File: config.mk
export PLATFORM = sky130hd
export DESIGN_NAME = data_mem_port_flat
export DESIGN_NICKNAME = d
export VERILOG_FILES = /design/src/rtl/data_mem_port_if.sv /design/src/rtl/data_mem_port.sv /design/src/flat_wrapper.sv
export SDC_FILE = /design/constraint.sdc
export NUM_CORES = 1
export LEC_CHECK = 0
export ABC_AREA = 0
export BUFFER_PORTS_ARGS = -buffer_cell sky130_fd_sc_hd__buf_2
export CAP_MARGIN = 25
export CELL_PAD_IN_SITES_DETAIL_PLACEMENT = 1
export CELL_PAD_IN_SITES_GLOBAL_PLACEMENT = 2
export CORE_UTILIZATION = 30
export CTS_BUF_LIST = sky130_fd_sc_hd__clkbuf_8
export DETAILED_ROUTE_END_ITERATION = 7
export PLACE_DENSITY = 0.88
export RECOVER_POWER = 100
export SETUP_SLACK_MARGIN = 0.2
export SLEW_MARGIN = 20
export SYNTH_ARGS = -nofsm -noshare
export SYNTH_HDL_FRONTEND = slang
export SYNTH_SLANG_ARGS = --single-unit
File: constraint.sdc
create_clock -name i_clk -period 2.5 [get_ports i_clk]
set_input_delay 0.5 -clock i_clk [delete_from_list [all_inputs] [get_ports i_clk]]
set_output_delay 0.5 -clock i_clk [all_outputs]
set_load 0.01 [all_outputs]
File: src/rtl/data_mem_port_if.sv
// Data-memory bus seen from the memory stage: single outstanding req/ack
// transaction with byte enables and a word-aligned address.
interface data_mem_port_if;
  localparam int unsigned AW = 32;
  localparam int unsigned DW = 32;
  localparam int unsigned BW = DW / 8;

  logic          bus_req;
  logic          bus_we;
  logic [AW-1:0] bus_addr;
  logic [BW-1:0] bus_be;
  logic [DW-1:0] bus_wdata;
  logic          bus_ack;
  logic [DW-1:0] bus_rdata;

  modport master (
    output bus_req, bus_we, bus_addr, bus_be, bus_wdata,
    input  bus_ack, bus_rdata
  );

  modport slave (
    input  bus_req, bus_we, bus_addr, bus_be, bus_wdata,
    output bus_ack, bus_rdata
  );
endinterface

File: src/rtl/data_mem_port.sv
// Memory-stage data port: turns a load/store into one req/ack bus transaction,
// stalls the pipeline until it completes, and extracts/extends load data.
module data_mem_port #(
  parameter int unsigned TIMEOUT = 255
) (
  input  logic        i_clk,
  input  logic        i_rst,
  input  logic        i_en_access,
  input  logic        i_en_write,
  input  logic [1:0]  i_mask_type,
  input  logic        i_ext_type,
  input  logic [31:0] i_addr,
  input  logic [31:0] i_wdata,
  output logic [31:0] o_rdata,
  output logic        o_stall,
  output logic        o_misaligned,
  output logic        o_fault,
  data_mem_port_if.master bus
);

  localparam int unsigned DW = 32;
  localparam int unsigned BW = DW / 8;
  // Counter only needs to reach TIMEOUT-1; the last value is checked, not stored.
  localparam int unsigned CW = (TIMEOUT > 1) ? $clog2(TIMEOUT) : 1;
  localparam logic [CW-1:0] CNT_LAST = CW'(TIMEOUT - 1);

  localparam logic [1:0] MASK_BYTE = 2'b00;
  localparam logic [1:0] MASK_HALF = 2'b01;

  typedef enum logic [1:0] {
    S_IDLE = 2'b00,
    S_BUSY = 2'b01,
    S_DONE = 2'b10
  } state_e;

  state_e          state_q, state_d;
  logic [CW-1:0]   cnt_q, cnt_d;
  logic            req_q, req_d;
  logic            we_q, we_d;
  logic            ext_q, ext_d;
  logic [1:0]      mask_q, mask_d;
  logic [1:0]      off_q, off_d;
  logic [BW-1:0]   be_q, be_d;
  logic [DW-1:0]   addr_q, addr_d;
  logic [DW-1:0]   wdata_q, wdata_d;
  logic [DW-1:0]   rdata_q, rdata_d;
  logic            mis_q, mis_d;
  logic            fault_q, fault_d;

  logic            stall_c;
  logic            misaligned_c;
  logic [BW-1:0]   be_c;
  logic [DW-1:0]   wdata_c;
  logic [DW-1:0]   load_c;
  logic [7:0]      load_byte_c;
  logic [15:0]     load_half_c;

  // Half needs addr[0]==0; word (and the 11 encoding) needs addr[1:0]==0.
  assign misaligned_c = i_en_access &
                        (((i_mask_type == MASK_HALF) & i_addr[0]) |
                         (i_mask_type[1] & (i_addr[1:0] != 2'b00)));

  // Byte-lane placement of the store for the incoming request.
  always_comb begin : store_lanes
    be_c    = 4'b1111;
    wdata_c = i_wdata;
    case (i_mask_type)
      MASK_BYTE: begin
        be_c    = 4'b0001 << i_addr[1:0];
        wdata_c = {4{i_wdata[7:0]}};
      end
      MASK_HALF: begin
        be_c    = i_addr[1] ? 4'b1100 : 4'b0011;
        wdata_c = {2{i_wdata[15:0]}};
      end
      default: ;
    endcase
  end

  // Pick the addressed lane out of the returned word and extend it.
  always_comb begin : load_extract
    load_byte_c = bus.bus_rdata[{off_q, 3'b000} +: 8];
    load_half_c = bus.bus_rdata[{off_q[1], 4'b0000} +: 16];
    load_c      = bus.bus_rdata;
    case (mask_q)
      MASK_BYTE: load_c = {{24{~ext_q & load_byte_c[7]}}, load_byte_c};
      MASK_HALF: load_c = {{16{~ext_q & load_half_c[15]}}, load_half_c};
      default:   load_c = bus.bus_rdata;
    endcase
  end

  // Next-state and registered-output logic.
  always_comb begin : fsm_next
    state_d = state_q;
    cnt_d   = cnt_q;
    req_d   = req_q;
    we_d    = we_q;
    ext_d   = ext_q;
    mask_d  = mask_q;
    off_d   = off_q;
    be_d    = be_q;
    addr_d  = addr_q;
    wdata_d = wdata_q;
    rdata_d = rdata_q;
    mis_d   = 1'b0;
    fault_d = 1'b0;
    stall_c = 1'b0;

    case (state_q)
      S_IDLE: begin
        if (misaligned_c) begin
          mis_d = 1'b1;
        end else if (i_en_access) begin
          stall_c = 1'b1;
          we_d    = i_en_write;
          ext_d   = i_ext_type;
          mask_d  = i_mask_type;
          off_d   = i_addr[1:0];
          be_d    = be_c;
          wdata_d = wdata_c;
          addr_d  = {i_addr[31:2], 2'b00};
          req_d   = 1'b1;
          cnt_d   = '0;
          state_d = S_BUSY;
        end
      end

      S_BUSY: begin
        stall_c = 1'b1;
        // An ack on the final allowed cycle still completes normally.
        if (bus.bus_ack) begin
          req_d = 1'b0;
          if (!we_q) rdata_d = load_c;
          state_d = S_DONE;
        end else if (cnt_q == CNT_LAST) begin
          req_d   = 1'b0;
          fault_d = 1'b1;
          if (!we_q) rdata_d = '0;
          state_d = S_DONE;
        end else begin
          cnt_d = cnt_q + CW'(1);
        end
      end

      // Inputs still describe the retiring instruction, so never restart here.
      S_DONE: state_d = S_IDLE;

      default: state_d = S_IDLE;
    endcase
  end

  always_ff @(posedge i_clk or negedge i_rst) begin : state_regs
    if (!i_rst) begin
      state_q <= S_IDLE;
      cnt_q   <= '0;
      req_q   <= 1'b0;
      we_q    <= 1'b0;
      ext_q   <= 1'b0;
      mask_q  <= '0;
      off_q   <= '0;
      be_q    <= '0;
      addr_q  <= '0;
      wdata_q <= '0;
      rdata_q <= '0;
      mis_q   <= 1'b0;
      fault_q <= 1'b0;
    end else begin
      state_q <= state_d;
      cnt_q   <= cnt_d;
      req_q   <= req_d;
      we_q    <= we_d;
      ext_q   <= ext_d;
      mask_q  <= mask_d;
      off_q   <= off_d;
      be_q    <= be_d;
      addr_q  <= addr_d;
      wdata_q <= wdata_d;
      rdata_q <= rdata_d;
      mis_q   <= mis_d;
      fault_q <= fault_d;
    end
  end

  assign o_stall       = stall_c & i_rst;
  assign o_rdata       = rdata_q;
  assign o_misaligned  = mis_q;
  assign o_fault       = fault_q;
  assign bus.bus_req   = req_q;
  assign bus.bus_we    = we_q;
  assign bus.bus_addr  = addr_q;
  assign bus.bus_be    = be_q;
  assign bus.bus_wdata = wdata_q;

endmodule

File: src/flat_wrapper.sv
// flat-port wrapper written by rule: the top's interface ports become plain ports
module data_mem_port_flat 
#(
  parameter int unsigned TIMEOUT = 255
)
  (i_clk, i_rst, i_en_access, i_en_write, i_mask_type, i_ext_type, i_addr, i_wdata, o_rdata, o_stall, o_misaligned, o_fault, bus_bus_req, bus_bus_we, bus_bus_addr, bus_bus_be, bus_bus_wdata, bus_bus_ack, bus_bus_rdata);
  data_mem_port_if bus_i ();
  input  logic i_clk;
  input  logic i_rst;
  input  logic i_en_access;
  input  logic i_en_write;
  input  logic [1:0] i_mask_type;
  input  logic i_ext_type;
  input  logic [31:0] i_addr;
  input  logic [31:0] i_wdata;
  output logic [31:0] o_rdata;
  output logic o_stall;
  output logic o_misaligned;
  output logic o_fault;
  output wire logic [$bits(bus_i.bus_req)-1:0] bus_bus_req;
  output wire logic [$bits(bus_i.bus_we)-1:0] bus_bus_we;
  output wire logic [$bits(bus_i.bus_addr)-1:0] bus_bus_addr;
  output wire logic [$bits(bus_i.bus_be)-1:0] bus_bus_be;
  output wire logic [$bits(bus_i.bus_wdata)-1:0] bus_bus_wdata;
  input wire logic [$bits(bus_i.bus_ack)-1:0] bus_bus_ack;
  input wire logic [$bits(bus_i.bus_rdata)-1:0] bus_bus_rdata;
  assign bus_bus_req = bus_i.bus_req;
  assign bus_bus_we = bus_i.bus_we;
  assign bus_bus_addr = bus_i.bus_addr;
  assign bus_bus_be = bus_i.bus_be;
  assign bus_bus_wdata = bus_i.bus_wdata;
  assign bus_i.bus_ack = bus_bus_ack;
  assign bus_i.bus_rdata = bus_bus_rdata;
  data_mem_port #(.TIMEOUT(TIMEOUT)) u_core (.i_clk(i_clk), .i_rst(i_rst), .i_en_access(i_en_access), .i_en_write(i_en_write), .i_mask_type(i_mask_type), .i_ext_type(i_ext_type), .i_addr(i_addr), .i_wdata(i_wdata), .o_rdata(o_rdata), .o_stall(o_stall), .o_misaligned(o_misaligned), .o_fault(o_fault), .bus(bus_i));
endmodule
## After elaboration in Yosys (flattened, before gate mapping)

Index checks and enable logic that the tools add are counted.

- Input bits: 104
- Bits in registers: 117
- Output and inout port bits: 105

- Bitwise gates (word level): 10
- Add/subtract/negate cells: 1
- Shift operators: 3
- Reduce and logical (&&, ||, !) cells: 11
- Equality and inequality tests: 9
- Multiplexer cells: 31

Operator list:

| kind | count |
|---|---|
| two-way mux 32 bit | 4 |
| one-hot mux 32 bit (2 select lines) | 2 |
| two-way mux 8 bit | 4 |
| indexed part select 32 x 6 -> 16 bit | 1 |
| indexed part select 32 x 6 -> 8 bit | 1 |
| one-hot mux 8 bit (2 select lines) | 1 |
| two-way mux 1 bit | 11 |
| AND reduction 3 bit | 3 |
| adder 8 x 1 -> 8 bit, second input constant | 1 |
| equality test 8 bit, second input constant | 1 |
| two-way mux 2 bit | 4 |
| != test 2 bit, second input constant | 4 |
| one-hot mux 4 bit (2 select lines) | 1 |
| AND 1 bit | 6 |
| equality test 2 x 1 -> 1 bit, second input constant | 3 |
| zero test 2 bit | 3 |
| nonzero test 2 bit | 3 |
| AND reduction 5 bit | 1 |
| two-way mux 4 bit | 1 |
| one-hot mux 1 bit (2 select lines) | 2 |
| one-hot mux 2 bit (2 select lines) | 1 |
| AND reduction 4 bit | 1 |
| left shift 1 x 2 -> 4 bit, first input constant | 1 |
| != test 3 x 2 -> 1 bit, second input constant | 1 |
| 2 further kinds | 4 |

## Longest topological paths before layout

Gate-level depths: netlist of run 1.

- Word-level depth: 7
- Depth in mapped cells: 8
- Gate-level depth less buffers: 6

## Least setup slack after synthesis of run 1

OpenSTA, ideal clock, no wires.

- Path type: input-to-output
- From: input i_mask_type[1]
- To: output o_stall
- Slack: 170 ps
- Stages: 5
- Arrival: 1830 ps
- Data required time: 2000 ps
- Path through: clkbuf_1 -> or2_2 -> a221oi_2 -> clkbuf_1 -> o211a_1

- Longest elaborated chain between the ends: 7
- Elaborated cells between the ends (all ways): 8

Ends and longest elaborated chain:

| item | line | RTL |
|---|---|---|
| from (decl) | flat_wrapper.sv:12 | `input logic [1:0] i_mask_type;` |
| equality test 2 x 1 -> 1 bit | data_mem_port.sv:60 | `(((i_mask_type == MASK_HALF) & i_addr[0]) \|` |
| AND 1 bit | data_mem_port.sv:60 |  |
| bitwise OR 1 bit (*) | data_mem_port.sv:60 |  |
| AND 1 bit (*) | data_mem_port.sv:59 | `assign misaligned_c = i_en_access &` |
| two-way mux 1 bit (*) | data_mem_port.sv:111 | `if (misaligned_c) begin` |
| one-hot mux 1 bit (2 select lines) (*) | data_mem_port.sv:109 | `case (state_q)` |
| AND 1 bit (*) | data_mem_port.sv:184 | `assign o_stall = stall_c & i_rst;` |
| to (decl) | flat_wrapper.sv:17 | `output logic o_stall;` |

Mark *: on every way between the ends. The rest lies on a longest branch, timed or not.

## Final worst setup path of run 1

- From: register u_core.state_q[1]
- To: output o_stall

- Longest elaborated chain between the ends: 3
- Elaborated cells between the ends (all ways): 4

Ends and longest elaborated chain:

| item | line | RTL |
|---|---|---|
| from (decl) | data_mem_port.sv:36 | `state_e state_q, state_d;` |
| from (signal assigned) | data_mem_port.sv:168 | `state_q <= state_d;` |
| equality test 2 x 1 -> 1 bit / zero test 2 bit (equally long branches) | data_mem_port.sv:109 |  |
| one-hot mux 1 bit (2 select lines) (*) | data_mem_port.sv:109 |  |
| AND 1 bit (*) | data_mem_port.sv:184 |  |

Marks and branches as above.

==> results of run 1 <==
## sequential cells by signal (all words and copies together) (netlist names)
| signal | cells |
|---|---|
| u_core.cnt_q | 8 |
| u_core.off_q | 2 |
| u_core.bus.bus_addr | 30 |
| u_core.bus.bus_we | 1 |
| u_core.bus.bus_req | 1 |
| u_core.o_rdata | 32 |
| u_core.bus.bus_wdata | 32 |
| u_core.mask_q | 2 |
| u_core.ext_q | 1 |
| u_core.state_q | 2 |
| u_core.o_misaligned | 1 |
| u_core.bus.bus_be | 4 |
| u_core.o_fault | 1 |
## cell usage after synthesis, types with 2 or more instances
| library cell | count | area (sq um) |
|---|---|---|
| a221o_2 | 10 | 113 |
| a22oi_1 | 2 | 15.0 |
| nand3_1 | 7 | 35.0 |
| nand4_1 | 2 | 12.5 |
| a21oi_1 | 19 | 95.1 |
| o2bb2ai_1 | 8 | 70.1 |
| o21ai_0 | 48 | 240 |
| a221o_1 | 7 | 70.1 |
| o31ai_1 | 3 | 22.5 |
| dfrtp_1 | 117 | 2930 |
| buf_2 | 6 | 30.0 |
| a32o_1 | 8 | 80.1 |
| nor2b_1 | 8 | 50.1 |
| clkbuf_1 | 28 | 105 |
| buf_4 | 3 | 22.5 |
| and3_1 | 2 | 12.5 |
| o211a_1 | 2 | 20.0 |
| mux2_2 | 8 | 90.1 |
| xnor2_1 | 2 | 17.5 |
| ha_1 | 2 | 25.0 |
| nand2b_1 | 18 | 113 |
| mux2i_1 | 32 | 320 |
| buf_1 | 5 | 18.8 |
| xor2_1 | 2 | 17.5 |
| o211ai_1 | 2 | 15.0 |
| o21ai_1 | 2 | 10.0 |
| or3_1 | 2 | 12.5 |
| nor2_1 | 17 | 63.8 |
| nand2_1 | 164 | 616 |
| inv_1 | 4 | 15.0 |
## stage by stage
stage | worst slack (ps) | instance area, sq um | util, % | instances | hold slack, ps
floorplan | 246 | 5470 | - | 563 | 204
global placement | 389 | 6710 | 38.3 | 963 | 453
detailed placement | 316 | 6710 | 38.3 | 963 | 457
CTS | 200 | 7160 | 40.8 | 996 | 225
global route | 132 | 7010 | 40.0 | 998 | 229
finish | 236 | 7010 | 40.0 | 998 | 257
## layer usage
metal	vias up	GRT usage [%]	share of wire, %
li1	2322	-	-
met1	2451	24.3	44
met2	152	31.1	48
met3	21	5.37	6.0
met4	2	6.23	1.7
met5	-	0	0.075
## worst reg2reg max path, stage by stage, from the launching register on
cell and delay (ps):
dfrtp_1 390, or3b_1 440, clkbuf_1 220, a221o_2 350, clkbuf_4 380, nand2_1 180
o21ai_0 100
## kinds of logic (layout without fill, tap and decap cells)
logic type	Yosys count	after routing	share of synthesized area, %
compound gates	121	121	15.8
flops	117	117	53.6
xor+xnor	4	4	0.642
fa+ha+maj	2	2	0.458
simple gates	230	230	18.2
other cells	1	3	0.0687
buf+inv	47	256	3.71
mux	40	40	7.51
## path summary, 6_finish.rpt
path	startpoint	to
setup / recovery	u_core.state_q[1]	o_stall
hold / removal	i_addr[7]	u_core.bus.bus_addr[7]
setup reg to reg	u_core.state_q[1]	u_core.bus.bus_wdata[21]
hold reg to reg	u_core.bus.bus_addr[4]	u_core.bus.bus_addr[4]
max in group asynchronous	i_rst	u_core.bus.bus_req
min in group asynchronous	i_rst	u_core.bus.bus_wdata[22]
## final cells by class
| class | instances | share of cell area (%) |
|---|---|---|
| Inverter | 4 | 0.214 |
| Multi-Input combinational cell | 399 | 33.5 |
| Tap cell | 225 | 4.02 |
| Timing Repair Buffer | 221 | 14.3 |
| Clock inverter | 13 | 2.59 |
| Clock buffer | 18 | 3.54 |
| Antenna cell | 1 | 0.0357 |
| Sequential cell | 117 | 41.8 |
## power groups by stage
| stage | clock [uW] | sequential, uW | combinational (uW) |
|---|---|---|---|
| after CTS | 1980 | 2900 | 2300 |
| after detailed placement | 0 | 2930 | 2290 |
| final | 1910 | 2910 | 2100 |
| after global routing | 2040 | 2990 | 2360 |
| after global placement | 0 | 2890 | 2210 |
| after floorplan | 0 | 3120 | 1020 |
## timing repair
action | in CTS | in global routing
pin swaps | 1 | 0
gates resized for setup | 1 | 1
setup endpoints to repair | 1 | 1
setup buffers | 2 | 1
==> metrics.yaml, run 1 <==
synthesis.instances: 562
crit_path_top_delay_cell: "or3b_1"
finalSetupTns_ps: 0
arrival_ps: 1760
post-route-period-util_pct: 90.6
cpPeakStageDelay_ps: 440
synth_cell_types: 52
rsz0062_at_grt: "yes"
slew_headroom_pct: -10.2
tightestPinTransition_ps: 1650
setup_viol: 0
switching_power_uw: 2470
period_needed_ps: 2260
fmax_ghz: 0.442
outcome: "complete, but fails checks"
synthFlopType: "dfrtp_1"
violations: "max-capacitance violations, max-slew violations"
worstSetupStartpointType: "register"
crit_cells: 4
grt_pass1_wl_um: 27500
via_count: 4948
cts_tree: "built"
dp_hpwl_um: 12600
path_delay_family: "simple AND/OR/NAND/NOR gates"
p_leak_uw: 0.00336
rr_worst_depth: 6
cts_sinks: 117
grt_pass1_vias: 5232
worstPathRequired_ps: 2000
hold_viol: 0
firstDrtPassIters: 4
clock_power_share_pct: 27.6
nFillCells: 2112
layout_common_cells: "164 x nand2_1, 117 x dfrtp_1, 105 x clkbuf_1, 103 x buf_2, 48 x o21ai_0"
overflow: 0
nets: 866
p_total_uw: 6920
initial_core_util_pct: 31.1
powerDensity_nw_per_um2: 987
cts-root-buf: "clkbuf_8"
drc: 0
comb_power_share_pct: 30.4
clk_latency_ps: 430
post_drt_wl_per_cell_um: 17.3
syn_area_per_cell_sq_um: 9.72
holdPathStages: 3
multi_input_area_sq_um: 2350
area_growth_syn_to_layout_pct: 28.3
synth_edf_count: 0
layout_commonest_cell: "nand2_1"
ir_worst_vdd_mv: 0.372
ff_latch_area_sq_um: 2930
avgViaCountPerCell: 4.96
ctsHoldBuffers: 0
wl_um: 17300
critPathMaxFanout: 2
p_sw_share_pct: 35.7
yosysSeqAreaShare_pct: 53.6
synth_area_sq_um: 5460
die-area_sq_um: 18700
grt_max_degree: 118
die_width_um: 137
async_flop_share_pct: 100
pwr-share-seq_pct: 42.0
fp-row-count: 48
r2r_setup_slack_ps: 300
drive_gt1_share_pct: 22.0
io_pins: 209
ant_nets: 0
htreeDepth: 4
path_clk_slew_ps: 80
place_congestion: 0.830
yosysWarnings: 0
finalMaxSlewViolations: 118
min_path_type: "primary input to register"
grt_usage_pct: 19.1
io_buffer_count: 206
die_h_um: 137
crit_type: "register to primary output"
finClkSkew_ps: 13.3
antenna_found_initial: 2
drt_iter0_drc: 206
maxCapViolCount: 1
cts_buffers: 17
critPathCaptureType: "primary output"
internal_power_uw: 4450
core_sq_um: 17500
cts_buffer_depth: 2
ys_ff_latch: 117
worstPathCellList: "or3b_1 > a221oi_4 > o211a_1 > buf_4"
path_buf_inv: 1
Power figures use the tool's default switching activity.
==> run 2: changes to the inputs <==
--- a/config.mk
+++ b/config.mk
@@ -13,6 +13,7 @@
 export CORE_UTILIZATION = 30
 export CTS_BUF_LIST = sky130_fd_sc_hd__clkbuf_8
 export DETAILED_ROUTE_END_ITERATION = 7
+export GPL_TIMING_DRIVEN = 0
 export PLACE_DENSITY = 0.88
 export RECOVER_POWER = 100
 export SETUP_SLACK_MARGIN = 0.2
==> metrics.yaml, run 2 (same netlist as run 1, synthesis figures left out) <==
outcome: "finished, final reports clean"
drive_gt1_share_pct: 21.0
rsz0062_at_grt: "yes"
layout_common_cells: "164 x nand2_1, 131 x clkbuf_1, 117 x dfrtp_1, 101 x buf_2, 48 x o21ai_0"
finalMaxSlewViolations: 0
overflow: 0
hold_viol: 0
cts_buffers: 17
clk_latency_ps: 440
dp_hpwl_um: 13100
worstSetupStartpointType: "register"
grt_pass1_wl_um: 28000
post-route-period-util_pct: 99.8
grt_max_degree: 64
cts-root-buf: "clkbuf_8"
worstPathRequired_ps: 2000
antenna_found_initial: 2
cts_buffer_depth: 2
post-route-util_pct: 40.7
finalSetupTns_ps: 0
htreeDepth: 4
p_leak_uw: 0.00341
die-area_sq_um: 18700
r2r_setup_slack_ps: 190
layout_commonest_cell: "nand2_1"
ant_nets: 0
finClkSkew_ps: 14.6
avgViaCountPerCell: 4.84
wl_um: 17600
grt_usage_pct: 19.7
fmax_ghz: 0.401
io_pins: 209
crit_type: "register to primary output"
critPathMaxFanout: 2
maxCapViolCount: 0
area_growth_syn_to_layout_pct: 30.8
grt_pass1_vias: 5128
die_h_um: 137
cts_sinks: 117
stdcell_count: 1029
initial_core_util_pct: 31.1
via_count: 4981
die_width_um: 137
drt_iter0_drc: 272
min_path_type: "primary input to async pin"
arrival_ps: 2000
slew_headroom_pct: 37.8
nets: 897
fp-row-count: 48
drc: 0
tightestPinTransition_ps: 929
cts_tree: "built"
critPathCaptureType: "primary output"
dp.cells: 991
firstDrtPassIters: 5
path_clk_slew_ps: 80
io_buffer_count: 202
post_drt_wl_per_cell_um: 17.1
setup_viol: 0
core_sq_um: 17500
place_area_sq_um: 6790
fin_area_sq_um: 7140
place_congestion: 0.805
ir_worst_vdd_mv: 0.379
period_needed_ps: 2500
powerDensity_nw_per_um2: 960
run 2: cell types whose count changed in the layout (fill, tap and decap cells not counted), sizes merged:
cell / previous run / this run
clkbuf: 126 / 151
buf: 113 / 119
clkinv: 2 / 7
inv: 7 / 4
bufinv: 4 / 3
clkinvlp: 4 / 3
run 2: cell type report:
cell class	instances	area (sq um)
Sequential cell	117	2930
Inverter	4	15.0
Fill cell	2133	10400
Antenna cell	1	2.50
Timing Repair Buffer	209	965
Clock inverter	13	159
Multi-Input combinational cell	399	2340
Tap cell	225	282
Clock buffer	18	248
Buffer	43	203
run 2: worst paths after layout:
check	from	end	cells after the start
hold reg to reg	u_core.bus.bus_addr[21]	u_core.bus.bus_addr[21]	2
hold / removal	i_rst	u_core.bus.bus_wdata[22]	1
max in group asynchronous	i_rst	u_core.bus.bus_addr[23]	2
min in group i_clk	i_addr[13]	u_core.bus.bus_addr[13]	3
setup reg to reg	u_core.state_q[0]	u_core.bus.bus_addr[30]	9
setup / recovery	u_core.state_q[0]	o_stall	6
run 2: layer usage:
layer	vias to the layer above	global-route usage, %	share of wire (%)
met4	2	6.84	1.9
li1	2385	-	-
met5	-	0	0.068
met1	2412	26.1	45
met3	23	5.22	7.2
met2	159	30.8	45
run 2: stage by stage:
step	hold WS (ps)	total power [uW]	worst slack, ps
after global routing	39.9	7350	-71.2
after global placement	452	5150	-1170
final	23.6	6860	4.33
after detailed placement	457	5220	-294
after floorplan	204	4130	246
after CTS	24.9	7090	-48.6
run 2: where the power goes:
part           internal [uW]  switching [uW]
Clock                   1000             808
Sequential              2490             363
Combinational            879            1310
Total                   4380            2480
run 2: timing repair:
action	4_1_cts	5_1_grt
buffers inserted	5	1
pin swaps	1	1
hold buffers	0	0
endpoints found under the setup margin	1	8
resized for setup	6	2
run 2: critical path, stage by stage (launching register included):
cell and delay [ps]:
dfrtp_1 380, or3b_1 390, buf_6 130, a221oi_4 190, clkbuf_8 180, o211a_1 170, buf_6 120
==> run 3: changes to the inputs <==
==> constraint.sdc (replaced) <==
create_clock -name i_clk -period 2.3 [get_ports i_clk]
set_input_delay 0.46 -clock i_clk [delete_from_list [all_inputs] [get_ports i_clk]]
set_output_delay 0.46 -clock i_clk [all_outputs]
set_load 0.01 [all_outputs]
==> metrics.yaml, run 3 (same netlist as run 1, synthesis figures left out) <==
hold_viol: 43
num_antenna_cells: 0
fp-row-count: 48
crit_path_start: "u_core.state_q[0]"
drive_gt1_share_pct: 23.8
setup_slack_ps: -173
grt_max_degree: 64
cts-root-buf: "clkbuf_8"
critPathMaxFanout: 2
arrival_ps: 2010
htreeDepth: 4
layout_commonest_cell: "nand2_1"
nets: 901
p_leak_uw: 0.00353
tightestPinTransition_ps: 908
min_path_type: "primary input to async pin"
grt_pass1_wl_um: 28300
path_clk_slew_ps: 70
regToRegStartpoint: "u_core.state_q[0]"
avgViaCountPerCell: 4.88
setup_viol: 1
wl_um: 17800
drc: 0
fmax_ghz: 0.404
ir_worst_vdd_mv: 0.367
cts_tree: "built"
ant_nets: 0
die_width_um: 137
overflow: 0
dp.cells: 991
powerDensity_nw_per_um2: 1060
grt_usage_pct: 19.8
post-route-util_pct: 41.8
r2r_setup_slack_ps: 200
slew_headroom_pct: 39.3
place_area_sq_um: 6820
cts_buffer_depth: 2
rr_worst_depth: 6
antenna_found_initial: 0
via_count: 5031
crit_type: "register to primary output"
post-route-period-util_pct: 108
worstSetupStartpointType: "register"
stdcell_count: 1031
period_needed_ps: 2470
violations: "negative hold slack, negative setup slack"
endpoint: "o_stall"
io_pins: 209
clk_latency_ps: 450
hold-worst-slack_ps: -60.9
grt_pass1_vias: 5306
firstDrtPassIters: 4
finClkSkew_ps: 8.21
place_congestion: 0.830
cts_buffers: 17
drt_iter0_drc: 260
layout_common_cells: "164 x nand2_1, 117 x dfrtp_1, 112 x clkbuf_1, 103 x buf_2, 47 x o21ai_0"
critPathCaptureType: "primary output"
finalMaxSlewViolations: 0
maxCapViolCount: 0
rsz0062_at_grt: "yes"
place_ws_ps: -141
nFillCells: 2136
cts_sinks: 117
worstPathRequired_ps: 1840
die-area_sq_um: 18700
fin_area_sq_um: 7320
outcome: "complete, but fails checks"
core_sq_um: 17500
r2r_end: "u_core.cnt_q[5]"
area_growth_syn_to_layout_pct: 34.1
post_drt_wl_per_cell_um: 17.2
dp_hpwl_um: 13200
io_buffer_count: 202
die_h_um: 137
initial_core_util_pct: 31.1
## run 3: cell types whose count changed in the layout (fill, tap and decap cells not counted), moves of 3 or more
cell	previous run	this run
clkinvlp_4	3	0
clkbuf_1	131	112
clkbuf_2	1	11
buf_6	4	8
clkbuf_8	19	22
buf_4	8	11
## run 3: what timing repair did
item	CTS	global route
pin swaps	0	1
hold endpoints to repair	55	3
gates cloned	0	0
setup buffers	5	3
setup endpoints to repair	23	97
resized for setup	17	38
## run 3: critical path, stage by stage, from the launching register on
cell	delay [ps]
dfrtp_1	400
or3b_4	400
buf_6	130
a221oi_4	210
clkbuf_8	180
o211a_1	140
buf_6	110
## run 3: per-stage QoR
step	setup TNS, ps	total power (uW)	hold slack, ps
3_3_place_gp	-99360	5610	453
2_1_floorplan	0	4500	164
4_1_cts	-205	8000	-25.6
5_1_grt	-266	8310	-48.0
6_report	-173	7780	-60.9
3_5_place_dp	-141	5690	458
## run 3: worst min-delay path by stage
stage	start	end	slack (ps)	cells past startpoint
after floorplan	i_rst	u_core.bus.bus_addr[10]	160	0
after global placement	u_core.bus.bus_addr[5]	u_core.bus.bus_addr[5]	450	2
after detailed placement	i_rst	u_core.bus.bus_wdata[23]	460	1
after CTS	i_rst	u_core.bus.bus_wdata[23]	-30	1
after global routing	i_rst	u_core.o_rdata[20]	-50	1
final	i_rst	u_core.o_rdata[17]	-60	1
## run 3: area by class of cell
class	instances	area [sq um]	share of cell area, %
Clock buffer	21	289	3.95
Clock inverter	9	174	2.38
Sequential cell	117	2930	40.0
Buffer	43	264	3.61
Inverter	4	15.0	0.205
Multi-Input combinational cell	399	2370	32.3
Tap cell	225	282	3.84
Timing Repair Buffer	213	1000	13.7
## run 3: layer usage
| layer | vias up | routed length [um] | track usage [%] |
|---|---|---|---|
| met5 | - | 0 | 0 |
| met4 | 0 | 249 | 6.72 |
| met3 | 17 | 1130 | 5.26 |
| met2 | 171 | 8180 | 31.4 |
| met1 | 2449 | 8220 | 26.0 |
| li1 | 2394 | - | - |
## run 3: power breakdown
group | internal [uW] | leakage (uW) | switching, uW | total, uW
Sequential | 2710 | 0.00147 | 396 | 3110
Combinational | 997 | 0.00182 | 1430 | 2430
Clock | 1390 | 0.000238 | 848 | 2240
Total | 5100 | 0.00353 | 2680 | 7780
